--- src/rtl/dds_sweep_pkg.sv ---
// dds_sweep_pkg
// Shared types and default widths for the DDS linear frequency sweep
// controller and its dwell timer.
//   sweep_mode_t  : single-shot, sawtooth, triangle (encoding matches cfg_mode)
//   sweep_state_t : controller FSM states
package dds_sweep_pkg;

    localparam int unsigned FTW_W_DEF   = 32;
    localparam int unsigned DWELL_W_DEF = 24;
    localparam int unsigned CNT_W_DEF   = 16;

    typedef enum logic [1:0] {
        MODE_SINGLE = 2'd0,
        MODE_SAW    = 2'd1,
        MODE_TRI    = 2'd2
    } sweep_mode_t;

    typedef enum logic [1:0] {
        IDLE,
        UP,
        DOWN
    } sweep_state_t;

    // cfg_mode value 3 is reserved and must be rejected at start.
    function automatic logic mode_valid(input logic [1:0] mode);
        return mode != 2'd3;
    endfunction

endpackage

--- src/rtl/dds_dwell_timer.sv ---
// dds_dwell_timer
// Holds each sweep value for H = max(dwell,1) cycles. A load starts a new
// hold period; tick_o is high in the last cycle of that period so the
// controller's update lands exactly H cycles after the previous one.
// Ports:
//   clk, reset : clock, asynchronous active-high reset
//   load_i     : (re)start a hold period with dwell_i
//   clear_i    : stop counting (abort); has priority over load_i
//   dwell_i    : requested dwell in cycles, 0 treated as 1
//   tick_o     : one-cycle expiry indication
module dds_dwell_timer
    import dds_sweep_pkg::*;
#(
    parameter int unsigned DWELL_W = DWELL_W_DEF
) (
    input  logic               clk,
    input  logic               reset,
    input  logic               load_i,
    input  logic               clear_i,
    input  logic [DWELL_W-1:0] dwell_i,
    output logic               tick_o
);

    logic [DWELL_W-1:0] cnt_q, cnt_d;
    logic [DWELL_W-1:0] hold;

    always_comb begin
        hold  = (dwell_i == '0) ? DWELL_W'(1) : dwell_i;
        cnt_d = cnt_q;
        if (clear_i) begin
            cnt_d = '0;
        end else if (load_i) begin
            cnt_d = hold;
        end else if (cnt_q != '0) begin
            cnt_d = cnt_q - DWELL_W'(1);
        end
    end

    // Zero means idle, so a tick can only follow a load.
    assign tick_o = (cnt_q == DWELL_W'(1));

    always_ff @(posedge clk or posedge reset) begin
        if (reset) begin
            cnt_q <= '0;
        end else begin
            cnt_q <= cnt_d;
        end
    end

endmodule

--- src/rtl/dds_sweep_controller.sv ---
// dds_sweep_controller
// Steps the DDS tuning word through a linear sweep from a start to a stop
// tuning word in single-shot, sawtooth or triangle mode.
// Ports:
//   clk, reset          : clock, asynchronous active-high reset
//   start, abort        : begin sweep (samples cfg_*), terminate sweep
//   cfg_start_ftw/stop  : sweep bounds, start <= stop
//   cfg_step_ftw        : non-zero increment per step
//   cfg_dwell           : hold cycles per value (0 treated as 1)
//   cfg_mode            : 0 single, 1 sawtooth, 2 triangle, 3 rejected
//   freq_tuning_word    : tuning word to the DDS
//   step_strobe         : pulses whenever freq_tuning_word takes a new value
//   busy, done, cfg_err : status, completion pulse, rejected-start pulse
//   sweep_count         : completed legs/periods since last accepted start
module dds_sweep_controller
    import dds_sweep_pkg::*;
#(
    parameter int unsigned FTW_W   = FTW_W_DEF,
    parameter int unsigned DWELL_W = DWELL_W_DEF,
    parameter int unsigned CNT_W   = CNT_W_DEF
) (
    input  logic               clk,
    input  logic               reset,
    input  logic               start,
    input  logic               abort,
    input  logic [FTW_W-1:0]   cfg_start_ftw,
    input  logic [FTW_W-1:0]   cfg_stop_ftw,
    input  logic [FTW_W-1:0]   cfg_step_ftw,
    input  logic [DWELL_W-1:0] cfg_dwell,
    input  logic [1:0]         cfg_mode,
    output logic [FTW_W-1:0]   freq_tuning_word,
    output logic               step_strobe,
    output logic               busy,
    output logic               done,
    output logic               cfg_err,
    output logic [CNT_W-1:0]   sweep_count
);

    sweep_state_t       state_q, state_d;
    sweep_mode_t        mode_q;
    logic [FTW_W-1:0]   start_q, stop_q, step_q;
    logic [DWELL_W-1:0] dwell_q;
    logic [FTW_W-1:0]   ftw_q, ftw_d;
    logic [CNT_W-1:0]   cnt_q, cnt_d;
    logic               strobe_q, strobe_d;
    logic               done_q, done_d;
    logic               err_q, err_d;
    logic               latch_cfg;
    logic               tmr_load, tmr_clear, tmr_tick;
    logic [DWELL_W-1:0] tmr_dwell;
    logic [FTW_W:0]     sum_w, diff_w;
    logic [FTW_W-1:0]   up_next, dn_next;

    // One extra bit so that carry-out reads as "above stop" and borrow
    // reads as "below start"; both then clamp onto the bound.
    always_comb begin
        sum_w   = {1'b0, ftw_q} + {1'b0, step_q};
        diff_w  = {1'b0, ftw_q} - {1'b0, step_q};
        up_next = (sum_w > {1'b0, stop_q}) ? stop_q : sum_w[FTW_W-1:0];
        dn_next = (diff_w[FTW_W] || (diff_w[FTW_W-1:0] < start_q))
                  ? start_q : diff_w[FTW_W-1:0];
    end

    // The first hold period is loaded before the shadow dwell is valid.
    assign tmr_dwell = (state_q == IDLE) ? cfg_dwell : dwell_q;

    dds_dwell_timer #(
        .DWELL_W (DWELL_W)
    ) u_dwell_timer (
        .clk     (clk),
        .reset   (reset),
        .load_i  (tmr_load),
        .clear_i (tmr_clear),
        .dwell_i (tmr_dwell),
        .tick_o  (tmr_tick)
    );

    always_comb begin
        state_d   = state_q;
        ftw_d     = ftw_q;
        cnt_d     = cnt_q;
        strobe_d  = 1'b0;
        done_d    = 1'b0;
        err_d     = 1'b0;
        latch_cfg = 1'b0;
        tmr_load  = 1'b0;
        tmr_clear = 1'b0;
        case (state_q)
            IDLE: begin
                if (start) begin
                    if ((cfg_step_ftw == '0) || (cfg_start_ftw > cfg_stop_ftw) ||
                        !mode_valid(cfg_mode)) begin
                        err_d = 1'b1;
                    end else begin
                        latch_cfg = 1'b1;
                        ftw_d     = cfg_start_ftw;
                        strobe_d  = 1'b1;
                        cnt_d     = '0;
                        state_d   = UP;
                        tmr_load  = 1'b1;
                    end
                end
            end
            UP: begin
                if (abort) begin
                    state_d   = IDLE;
                    tmr_clear = 1'b1;
                end else if (tmr_tick) begin
                    if (ftw_q != stop_q) begin
                        ftw_d    = up_next;
                        strobe_d = 1'b1;
                        tmr_load = 1'b1;
                    end else begin
                        case (mode_q)
                            MODE_SAW: begin
                                ftw_d    = start_q;
                                cnt_d    = cnt_q + CNT_W'(1);
                                strobe_d = 1'b1;
                                tmr_load = 1'b1;
                            end
                            MODE_TRI: begin
                                ftw_d    = dn_next;
                                cnt_d    = cnt_q + CNT_W'(1);
                                state_d  = DOWN;
                                strobe_d = 1'b1;
                                tmr_load = 1'b1;
                            end
                            default: begin
                                done_d  = 1'b1;
                                state_d = IDLE;
                            end
                        endcase
                    end
                end
            end
            DOWN: begin
                if (abort) begin
                    state_d   = IDLE;
                    tmr_clear = 1'b1;
                end else if (tmr_tick) begin
                    strobe_d = 1'b1;
                    tmr_load = 1'b1;
                    if (ftw_q != start_q) begin
                        ftw_d = dn_next;
                    end else begin
                        ftw_d   = up_next;
                        cnt_d   = cnt_q + CNT_W'(1);
                        state_d = UP;
                    end
                end
            end
            default: state_d = IDLE;
        endcase
    end

    always_ff @(posedge clk or posedge reset) begin
        if (reset) begin
            state_q  <= IDLE;
            ftw_q    <= '0;
            cnt_q    <= '0;
            strobe_q <= 1'b0;
            done_q   <= 1'b0;
            err_q    <= 1'b0;
        end else begin
            state_q  <= state_d;
            ftw_q    <= ftw_d;
            cnt_q    <= cnt_d;
            strobe_q <= strobe_d;
            done_q   <= done_d;
            err_q    <= err_d;
        end
    end

    always_ff @(posedge clk or posedge reset) begin
        if (reset) begin
            start_q <= '0;
            stop_q  <= '0;
            step_q  <= '0;
            dwell_q <= '0;
            mode_q  <= MODE_SINGLE;
        end else if (latch_cfg) begin
            start_q <= cfg_start_ftw;
            stop_q  <= cfg_stop_ftw;
            step_q  <= cfg_step_ftw;
            dwell_q <= cfg_dwell;
            mode_q  <= sweep_mode_t'(cfg_mode);
        end
    end

    assign freq_tuning_word = ftw_q;
    assign step_strobe      = strobe_q;
    assign busy             = (state_q != IDLE);
    assign done             = done_q;
    assign cfg_err          = err_q;
    assign sweep_count      = cnt_q;

endmodule

--- config.mk ---
export PLATFORM = sky130hd
export DESIGN_NAME = dds_sweep_controller
export DESIGN_NICKNAME = d
export VERILOG_FILES = /design/src/rtl/dds_sweep_pkg.sv /design/src/rtl/dds_dwell_timer.sv /design/src/rtl/dds_sweep_controller.sv
export SDC_FILE = /design/constraint.sdc
export NUM_CORES = 1
export LEC_CHECK = 0
export ABC_CLOCK_PERIOD_IN_PS = 15900
export BUFFER_PORTS_ARGS = -buffer_cell sky130_fd_sc_hd__buf_2
export CORE_UTILIZATION = 41
export CTS_BUF_LIST = sky130_fd_sc_hd__clkbuf_2
export DETAILED_ROUTE_END_ITERATION = 8
export SLEW_MARGIN = 30
export SYNTH_ARGS = -nofsm -noshare
export SYNTH_HDL_FRONTEND = slang
export SYNTH_SLANG_ARGS = --single-unit
--- constraint.sdc ---
create_clock -name clk -period 15.9 [get_ports clk]
set_clock_uncertainty 0.1 [all_clocks]
set_input_delay 2.385 -clock clk [delete_from_list [all_inputs] [get_ports clk]]
set_output_delay 2.385 -clock clk [all_outputs]
set_load 0.02 [all_outputs]
# Word level (Yosys, flattened, before mapping)

Cells that the tools add are included.

$add $sub $neg: 4
$lt $le $gt $ge: 3
Eq/ne operators: 23
Multiplexer cells: 57
Reduce and logical (&&, ||, !) cells: 16

Operators by type and width:

| cell                                                | number |
|---|---|
| 2-to-1 mux 32 bit                                   | 10 |
| 2-to-1 mux 16 bit                                   | 9 |
| 2-to-1 mux 24 bit                                   | 5 |
| one-hot mux 32 bit (3 select lines)                 | 1 |
| inequality test 32 bit                              | 2 |
| one-hot mux 32 bit (2 select lines)                 | 1 |
| one-hot mux 16 bit (3 select lines)                 | 1 |
| adder 32 x 32 -> 33 bit                             | 1 |
| greater-than comparator 33 x 32 -> 1 bit            | 1 |
| subtractor 32 x 32 -> 33 bit                        | 1 |
| greater-than comparator 32 bit                      | 1 |
| logical NOT 32 bit                                  | 1 |
| less-than comparator 32 bit                         | 1 |
| == test 24 x 1 -> 1 bit (second input constant)     | 1 |
| logical NOT 24 bit                                  | 1 |
| nonzero test 24 bit                                 | 1 |
| subtractor 24 x 1 -> 24 bit (second input constant) | 1 |
| inequality test 2 bit (second input constant)       | 10 |
| 2-to-1 mux 1 bit                                    | 19 |
| adder 16 x 1 -> 16 bit (second input constant)      | 1 |
| 2-to-1 mux 2 bit                                    | 8 |
| inequality test 3 bit (second input constant)       | 5 |
| AND reduction 10 bit                                | 1 |
| AND reduction 8 bit                                 | 1 |
| 13 further kinds                                    | 19 |

Register bits: 199
Input port bits: 126
Output and inout port bits: 52
Word-level logic and storage cells: 115

# Longest topological paths before layout

Gate-level depths: netlist (run 1).

Depth after elaboration: 9
Mapped depth: 23
Mapped depth without buffers: 21

# By module

A second synthesis (run 1) with hierarchy kept.

Cells, all modules: 2104
Area total of the unflattened synthesis: 17752.0 um^2

By module, submodules not included:

| module               | instances | cells an instance | area each (um^2) | sequential area each (um^2) |
|---|---|---|---|---|
| dds_sweep_controller | 1         | 1931              | 16158.0          | 4379.2 |
| dds_dwell_timer      | 1         | 173               | 1594.0           | 600.6 |

# Worst setup path before layout (run 1)

OpenSTA, ideal clock, no wires.

Path kind: input port to flip-flop
Start: input cfg_stop_ftw[30]
End: register cnt_q[0] (netlist: sweep_count[0])
Library setup time: 125 ps
Arrival time: 4983 ps
Data required time: 15675 ps
Slack: 10692 ps
Stages on the path: 11
Path buffers: 2
Cells stage by stage: inv_1 > ha_1 > nand4_1 > or4_4 > nand2b_4 > o31a_1 > o31ai_2 > or4b_1 > buf_6 > buf_8 > mux2_4

Cells in the longest elaborated chain, start to end: 5

Ends and longest elaborated chain:

| element                                | line                        | source |
|---|---|---|
| start, declared                        | dds_sweep_controller.sv:27  | `input logic [FTW_W-1:0] cfg_stop_ftw,` |
| greater-than comparator 32 bit         | dds_sweep_controller.sv:91  | `if ((cfg_step_ftw == '0) \|\| (cfg_start_ftw > cfg_stop_ftw) \|\|` |
| logical OR 1 bit (2 in series)         | dds_sweep_controller.sv:91  |  |
| inequality test 2 bit (no source line) | -                           |  |
| AND reduction 10 bit (no source line)  | -                           |  |
| end signal, assigned                   | dds_sweep_controller.sv:167 | `cnt_q <= cnt_d;` |
| end, declared                          | dds_sweep_controller.sv:44  | `logic [CNT_W-1:0] cnt_q, cnt_d;` |

No other way between the ends.
A chain may end at the register's enable or synchronous reset.

# Worst setup path in the final report (run 1)

Start: register ftw_q[19] (netlist: freq_tuning_word[19])
End: register ftw_q[20] (netlist: freq_tuning_word[20])

Cells in the longest elaborated chain, start to end: 9
Elaborated cells between the ends (all ways): 19
Classes of those cells: 2 x add/sub; 2 x order compare; 3 x eq/ne; 10 x mux; 2 x reduce/logical

Ends and longest elaborated chain:

| element                             | line                        | source |
|---|---|---|
| start, declared                     | dds_sweep_controller.sv:43  | `logic [FTW_W-1:0] ftw_q, ftw_d;` |
| start signal, assigned              | dds_sweep_controller.sv:166 | `ftw_q <= ftw_d;` |
| subtractor 32 x 32 -> 33 bit        | dds_sweep_controller.sv:58  | `diff_w = {1'b0, ftw_q} - {1'b0, step_q};` |
| less-than comparator 32 bit         | dds_sweep_controller.sv:60  | `dn_next = (diff_w[FTW_W] \|\| (diff_w[FTW_W-1:0] < start_q))` |
| logical OR 1 bit                    | dds_sweep_controller.sv:60  |  |
| 2-to-1 mux 32 bit                   | dds_sweep_controller.sv:61  | `? start_q : diff_w[FTW_W-1:0];` |
| one-hot mux 32 bit (2 select lines) | dds_sweep_controller.sv:114 | `case (mode_q)` |
| 2-to-1 mux 32 bit                   | dds_sweep_controller.sv:109 | `if (ftw_q != stop_q) begin` |
| 2-to-1 mux 32 bit                   | dds_sweep_controller.sv:108 | `end else if (tmr_tick) begin` |
| 2-to-1 mux 32 bit                   | dds_sweep_controller.sv:105 | `if (abort) begin` |
| one-hot mux 32 bit (3 select lines) | dds_sweep_controller.sv:88  | `case (state_q)` |

Several ways; a longest one is shown, not always the timed one. The select of a mux whose other input is x is not followed.

==> results.yml, run 1 <==
worst_setup_path:
  critPathSlowestCell: "a2111oi_0"
  cp.required_ns: 16.78
  reg2reg_slack_ns: 9.03
  path_class: "reg -> reg"
  crit_fanout: 28
  critical_path.max_stage_delay_ns: 0.76
  end_kind: "register"
  crit_path_start_kind: "register"
  crit_path_frequent_cell: "a21oi_1"
  worstPathCellList: "ha_1 -> nor2_1 -> nand3_1 -> a2111oi_0 -> nor4_1 -> a211oi_1 -> o21ai_0 -> and3_1 -> or2_2 -> ha_1 -> a41o_1 -> a21oi_1 -> o21ai_0 -> o311ai_0 -> a21oi_1 -> a211o_1 -> buf_4 -> a21oi_1 -> a21oi_1 -> o21ai_0"
  arrival_ns: 7.76
clock_network:
  cts.reportedPaths.clkPinSlew_ns: 0.36
  cts-buffers-inserted: 17
  clock_latency_ns: 1.11
  cts_root_buffer: "clkbuf_2"
  cts_buffer_depth: 2
  post-cts-setup-buffers: 0
  cts_resized: 0
  postCtsHoldBufs: 0
  ctsHtreeMaxLevel: 4
  cts_tree: "built"
  cts_sinks: 199
sta:
  drv_slew: 0
  worst_pin_slew_ns: 1.02
  final-hold-violation-count: 0
  relSlewSlack_pct: 30.0
  hold_ws_ns: 0.452
  fin_tns_setup_ns: 0
  rsz0062_at_grt: "no"
  period_share_pct: 43.2
  setup_viol: 0
  fin_crit_ns: 6.87
  max_freq_mhz: 146
die:
  rows: 75
  die_y_um: 208
  die_x_um: 208
  io_pins: 178
  start_util_pct: 41.6
  dieArea_um2: 43300
  core_um2: 41900
grt:
  antenna_found_initial: 2
  grt_pass1_wl_um: 96600
  use_met2_pct: 46.1
  grt_pass1_vias: 15808
  track_usage_pct: 29.8
  busiest_layer: "met2"
  grt_max_degree: 141
  use_met3_pct: 6.40
  grt_util_met1_pct: 38.8
  overflow: 0
synthesis:
  syn-mean-instance-area_um2: 8.52
  yosys-top-cells-area: "dfrtp_1 29%, ha_1 12%, mux2_2 6.2%"
  async_flop_share_pct: 100
  synth_common_cells: "199 x dfrtp_1, 181 x inv_1, 169 x a21oi_1"
  postSynthCellCount: 2041
  syn_nets: 2337
  syn-cell-area_um2: 17400
  synthMostInstantiatedCell: "dfrtp_1"
  yosysWarnings: 0
  synthFlopType: "dfrtp_1"
  ys_ff_latch: 199
  yosysSeqAreaShare_pct: 28.6
  synth.distinct_cells: 88
  synth_enable_flop_cells: 0
  post-synth-top-area-cell: "dfrtp_1"
  synth_top_area_share_pct: 28.6
drt:
  vias_per_cell: 6.06
  via_count: 16428
  drc: 0
  drt.antenna.violating_nets: 0
  drt-pass1-iter-count: 7
  wl_per_cell_um: 23.5
  drt-initial-drc-count: 1669
  wirelength_um: 63900
place:
  routabilityCongestion: 0.975
  io_buffers: 177
  placed_cell_area_um2: 18800
  post-dp-hpwl_um: 50200
layout:
  register_area_um2: 4980
  fin_nets: 2456
  multi_input_area_um2: 11400
  fillers: 4180
  area_delta_synth_final_pct: 9.39
  stdcell_area_um2: 19000
  drive_above_1_share_pct: 16.8
flow_run:
  drv_cap: 0
run_status:
  status: "finished clean"
min_path:
  min_path_type: "reg -> reg"
logic make-up (layout without fill, tap and decap cells):
| group | count (synthesis) | in the layout | share of synthesized area, % |
|---|---|---|---|
| fa+ha+maj | 170 | 170 | 12.3 |
| other cells | 0 | 1 | 0 |
| buf+inv | 275 | 407 | 6.28 |
| mux | 130 | 130 | 8.19 |
| xor+xnor | 136 | 136 | 6.85 |
| flops | 199 | 199 | 28.6 |
| compound gates | 576 | 576 | 21.6 |
| simple gates | 555 | 555 | 16.1 |
cell type report:
class                      instances  share of cell area [%]
antenna                            1                  0.0132
clock buffer                      17                   0.447
clock inverter                    15                   0.855
inverter                         183                    3.68
multi-input combinational       1567                    59.8
sequential                       199                    26.2
tap                              539                    3.54
timing repair buffer             192                    5.52
state kept, by name (all words and copies together) (netlist names):
name                 flops
freq_tuning_word        32
start_q                 32
step_q                  32
stop_q                  32
dwell_q                 24
u_dwell_timer.cnt_q     24
sweep_count             16
mode_q                   2
state_q                  2
cfg_err                  1
done                     1
step_strobe              1
per-layer routing:
layer / wire length [um] / vias to the layer above
met1: 27500 / 7964
met2: 28400 / 660
met5: 13 / -
met3: 4690 / 146
met4: 3290 / 2
li1: - / 7656
worst max-delay path, delay by kind of cell, from the launching register on:
| kind | cells | cell delay, ns |
|---|---|---|
| buffers and inverters | 1 | 0.39 |
| adders and majority gates | 2 | 0.88 |
| and+or+nand+nor | 5 | 1.06 |
| DFF | 1 | 0.63 |
| AOI/OAI and AO/OA | 12 | 3.69 |
per-stage QoR:
step	std cells	utilization [%]	worst slack [ns]
floorplan	2041	-	7.99
detailed placement	2679	44.8	9.24
finish	2713	45.5	9.03
global placement	2677	44.6	9.04
global route	2713	45.5	8.66
CTS	2711	45.4	9.20
placed cells by master, fill, tap and decap left out, types with 13 or more instances in the layout:
master | netlist | layout
a211oi_1 | 39 | 39
a21o_1 | 27 | 27
a21oi_1 | 169 | 168
a221oi_1 | 13 | 13
and3_1 | 14 | 14
buf_2 | 24 | 177
clkbuf_2 | 0 | 17
dfrtp_1 | 199 | 199
ha_1 | 168 | 167
inv_1 | 181 | 180
mux2_2 | 95 | 95
mux2i_1 | 34 | 34
nand2_1 | 144 | 144
nand3_1 | 37 | 37
nand4_1 | 45 | 45
nor2_1 | 127 | 125
nor2b_1 | 16 | 16
nor3_1 | 46 | 45
nor4_1 | 35 | 34
o211ai_1 | 26 | 26
o21a_1 | 13 | 13
o21ai_0 | 125 | 125
o31ai_1 | 15 | 15
or3_1 | 29 | 29
xnor2_1 | 79 | 79
xor2_1 | 57 | 57
path summary, 6_finish.rpt:
kind	from	to	cells after the start
max	freq_tuning_word[19]	freq_tuning_word[20]	20
min	dwell_q[5]	dwell_q[5]	1
max reg2reg	freq_tuning_word[19]	freq_tuning_word[20]	20
min reg2reg	dwell_q[5]	dwell_q[5]	1
max in group asynchronous	reset	step_q[19]	3
min in group asynchronous	reset	dwell_q[22]	2
Power of run 1 is left out: the tool's default activity adds up to more than one toggle a clock period on the data nets, which glitch-free logic cannot reach.
==> run 2, diff against run 1 <==
--- a/config.mk
+++ b/config.mk
@@ -5,7 +5,8 @@
 export SDC_FILE = /design/constraint.sdc
 export NUM_CORES = 1
 export LEC_CHECK = 0
-export ABC_CLOCK_PERIOD_IN_PS = 15900
+export ABC_AREA = 1
+export ABC_CLOCK_PERIOD_IN_PS = 5510
 export BUFFER_PORTS_ARGS = -buffer_cell sky130_fd_sc_hd__buf_2
 export CORE_UTILIZATION = 41
 export CTS_BUF_LIST = sky130_fd_sc_hd__clkbuf_2
==> constraint.sdc (replaced) <==
create_clock -name clk -period 5.51 [get_ports clk]
set_clock_uncertainty 0.1 [all_clocks]
set_input_delay 0.8265 -clock clk [delete_from_list [all_inputs] [get_ports clk]]
set_output_delay 0.8265 -clock clk [all_outputs]
set_load 0.02 [all_outputs]
==> run 2 against run 1 <==
  * Sequential share of layout area shrank 3.3 points
  * Synthesized cell count rose by 40%
  * Worst setup slack lost 8.8 ns
  * First-iteration DRC count rose by 3.8%
  * Critical path depth rose by 9
  * Final cell count rose by 38%
  * Die area increased by 7.3%
  * Core utilization is 3.4 points higher
  * Highest routed layer is now met4
==> results.yml, run 2 <==
sta:
  final-hold-violation-count: 0
  rsz0062_at_grt: "no"
  max_freq_mhz: 190
  period_share_pct: 95.5
  worst_pin_slew_ns: 1.01
  setup_viol: 0
  fin_tns_setup_ns: 0
  fin_crit_ns: 5.26
  drv_slew: 0
  relSlewSlack_pct: 32.3
synthesis:
  yosysWarnings: 0
  post-synth-top-area-cell: "dfrtp_1"
  synth_top_area_share_pct: 26.7
  synth_compound_area_share_pct: 12.9
  synthFlopType: "dfrtp_1"
  synth-simple-area-share_pct: 32.6
  yosys-top-cells-area: "dfrtp_1 27%, nand2_1 17%, ha_1 11%"
  muxShareOfSynthArea_pct: 0.375
  syn_nets: 3156
  async_flop_share_pct: 100
  synth_enable_flop_cells: 0
  syn-cell-area_um2: 18700
  synth_adder_area_share_pct: 11.5
  syn-mean-instance-area_um2: 6.53
  synth_common_cells: "833 x nand2_1, 402 x inv_1, 231 x nor2_1"
  ys_ff_latch: 199
  postSynthCellCount: 2860
  synth.distinct_cells: 55
  synth_top_family_by_area: "simple AND/OR/NAND/NOR gates"
  yosysSeqAreaShare_pct: 26.7
  synthMostInstantiatedCell: "nand2_1"
  synth-xor-area-share_pct: 5.02
place:
  io_buffers: 177
  post-dp-hpwl_um: 55200
  place_inst: 3576
  routabilityCongestion: 0.978
  placed_cell_area_um2: 20200
worst_setup_path:
  arrival_ns: 6.20
  cp.required_ns: 6.44
  crit_path_start_kind: "register"
  path_class: "reg -> reg"
  reg2reg_depth: 29
  reg2reg_from: "freq_tuning_word[0]"
  reg2reg_slack_ns: 0.25
  crit_path_frequent_cell: "nand2_1"
  critPathSlowestCell: "dfrtp_1"
  r2r-end: "freq_tuning_word[26]"
  crit_fanout: 33
  end_kind: "register"
  critical_path.max_stage_delay_ns: 0.51
clock_network:
  cts_sinks: 199
  clock_latency_ns: 1.16
  cts.reportedPaths.clkPinSlew_ns: 0.37
  cts_buffer_depth: 2
  cts_tree: "built"
  cts-buffers-inserted: 17
  cts_root_buffer: "clkbuf_2"
  ctsHtreeMaxLevel: 4
layout:
  drive_above_1_share_pct: 10.7
  area_delta_synth_final_pct: 16.8
  fin_nets: 3428
  final_common_cell: "nand2_1"
  post-route-util_pct: 48.9
  final_cell_mix: "833 x nand2_1, 400 x inv_1, 230 x nor2_1, 216 x o21ai_0, 199 x dfrtp_1"
  stdcell_area_um2: 21800
  finalNonFillerCells: 3743
die:
  start_util_pct: 41.9
  rows: 77
  die_x_um: 215
  core_um2: 44600
  dieArea_um2: 46400
  io_pins: 178
  die_y_um: 215
grt:
  track_usage_pct: 31.6
  overflow: 0
  antenna_found_initial: 2
  grt_max_degree: 118
  grt_pass1_wl_um: 112000
  grt_pass1_vias: 19406
flow_run:
  drv_cap: 0
drt:
  via_count: 20059
  drt.antenna.violating_nets: 0
  drc: 0
  drt-initial-drc-count: 1732
  wirelength_um: 72300
  vias_per_cell: 5.36
  drt-pass1-iter-count: 5
  wl_per_cell_um: 19.3
min_path:
  min_path_type: "in -> async"
run_status:
  status: "finished clean"
-- run 2: changes by cell type after synthesis, sizes merged, moves of 29 or more --
cell	delta
nand2	+699
inv	+226
nand3	+157
nor2	+108
mux2	-96
o21ai	+89
xnor2	-40
a211oi	-34
or3	-29
-- run 2: layer usage --
metal  GRT usage [%]  routed length (um)
met5               0                   0
met2            49.6               32200
met1            43.9               32500
met3            4.28                5320
met4            11.9                2160
-- run 2: how the worst max path moves through the flow --
stage	to	slack [ns]	start
finish	freq_tuning_word[26]	0.25	freq_tuning_word[0]
CTS	freq_tuning_word[8]	0.02	freq_tuning_word[0]
global route	freq_tuning_word[24]	0.003	freq_tuning_word[0]
floorplan	freq_tuning_word[10]	1.17	freq_tuning_word[0]
detailed placement	freq_tuning_word[23]	-0.04	freq_tuning_word[0]
global placement	freq_tuning_word[23]	-0.06	freq_tuning_word[0]
-- run 2: metrics by stage --
step           hold WS (ns)  setup slack (ns)
2_1_floorplan         0.348              1.17
3_5_place_dp          0.365           -0.0428
6_report              0.185             0.246
5_1_grt               0.147           0.00318
3_3_place_gp          0.361           -0.0568
4_1_cts              0.0748            0.0190
-- run 2: kinds of logic after synthesis --
family	Yosys count
mux	7
buf+inv	514
xor+xnor	107
simple gates	1422
compound gates	441
flops	199
fa+ha+maj	170
-- run 2: repair_timing --
action                                  CTS  global route
endpoints found under the hold margin   216             0
buffers inserted                          0             4
endpoints found under the setup margin   18            32
hold buffers                            125             0
gates resized for setup                   2             7
pin swaps                                 0             1
-- run 2: cell type report --
cell class | instances | area [um2]
clock buffer | 18 | 90.1
fill | 4639 | 22800
clock inverter | 14 | 139
inverter | 409 | 1540
multi-input combinational | 2147 | 11700
timing repair buffer | 358 | 2600
tap | 592 | 741
sequential | 199 | 4980
antenna | 6 | 15.0
-- run 2: critical path, delay by kind of cell (launching register included) --
kind	cells	cell delay [ns]
AOI/OAI and AO/OA	6	1.19
and+or+nand+nor	13	1.30
DFF	1	0.51
adders and majority gates	3	0.93
buffers and inverters	6	0.81
xor gates and xnor gates	1	0.28
Power of run 2 is left out for the same reason.
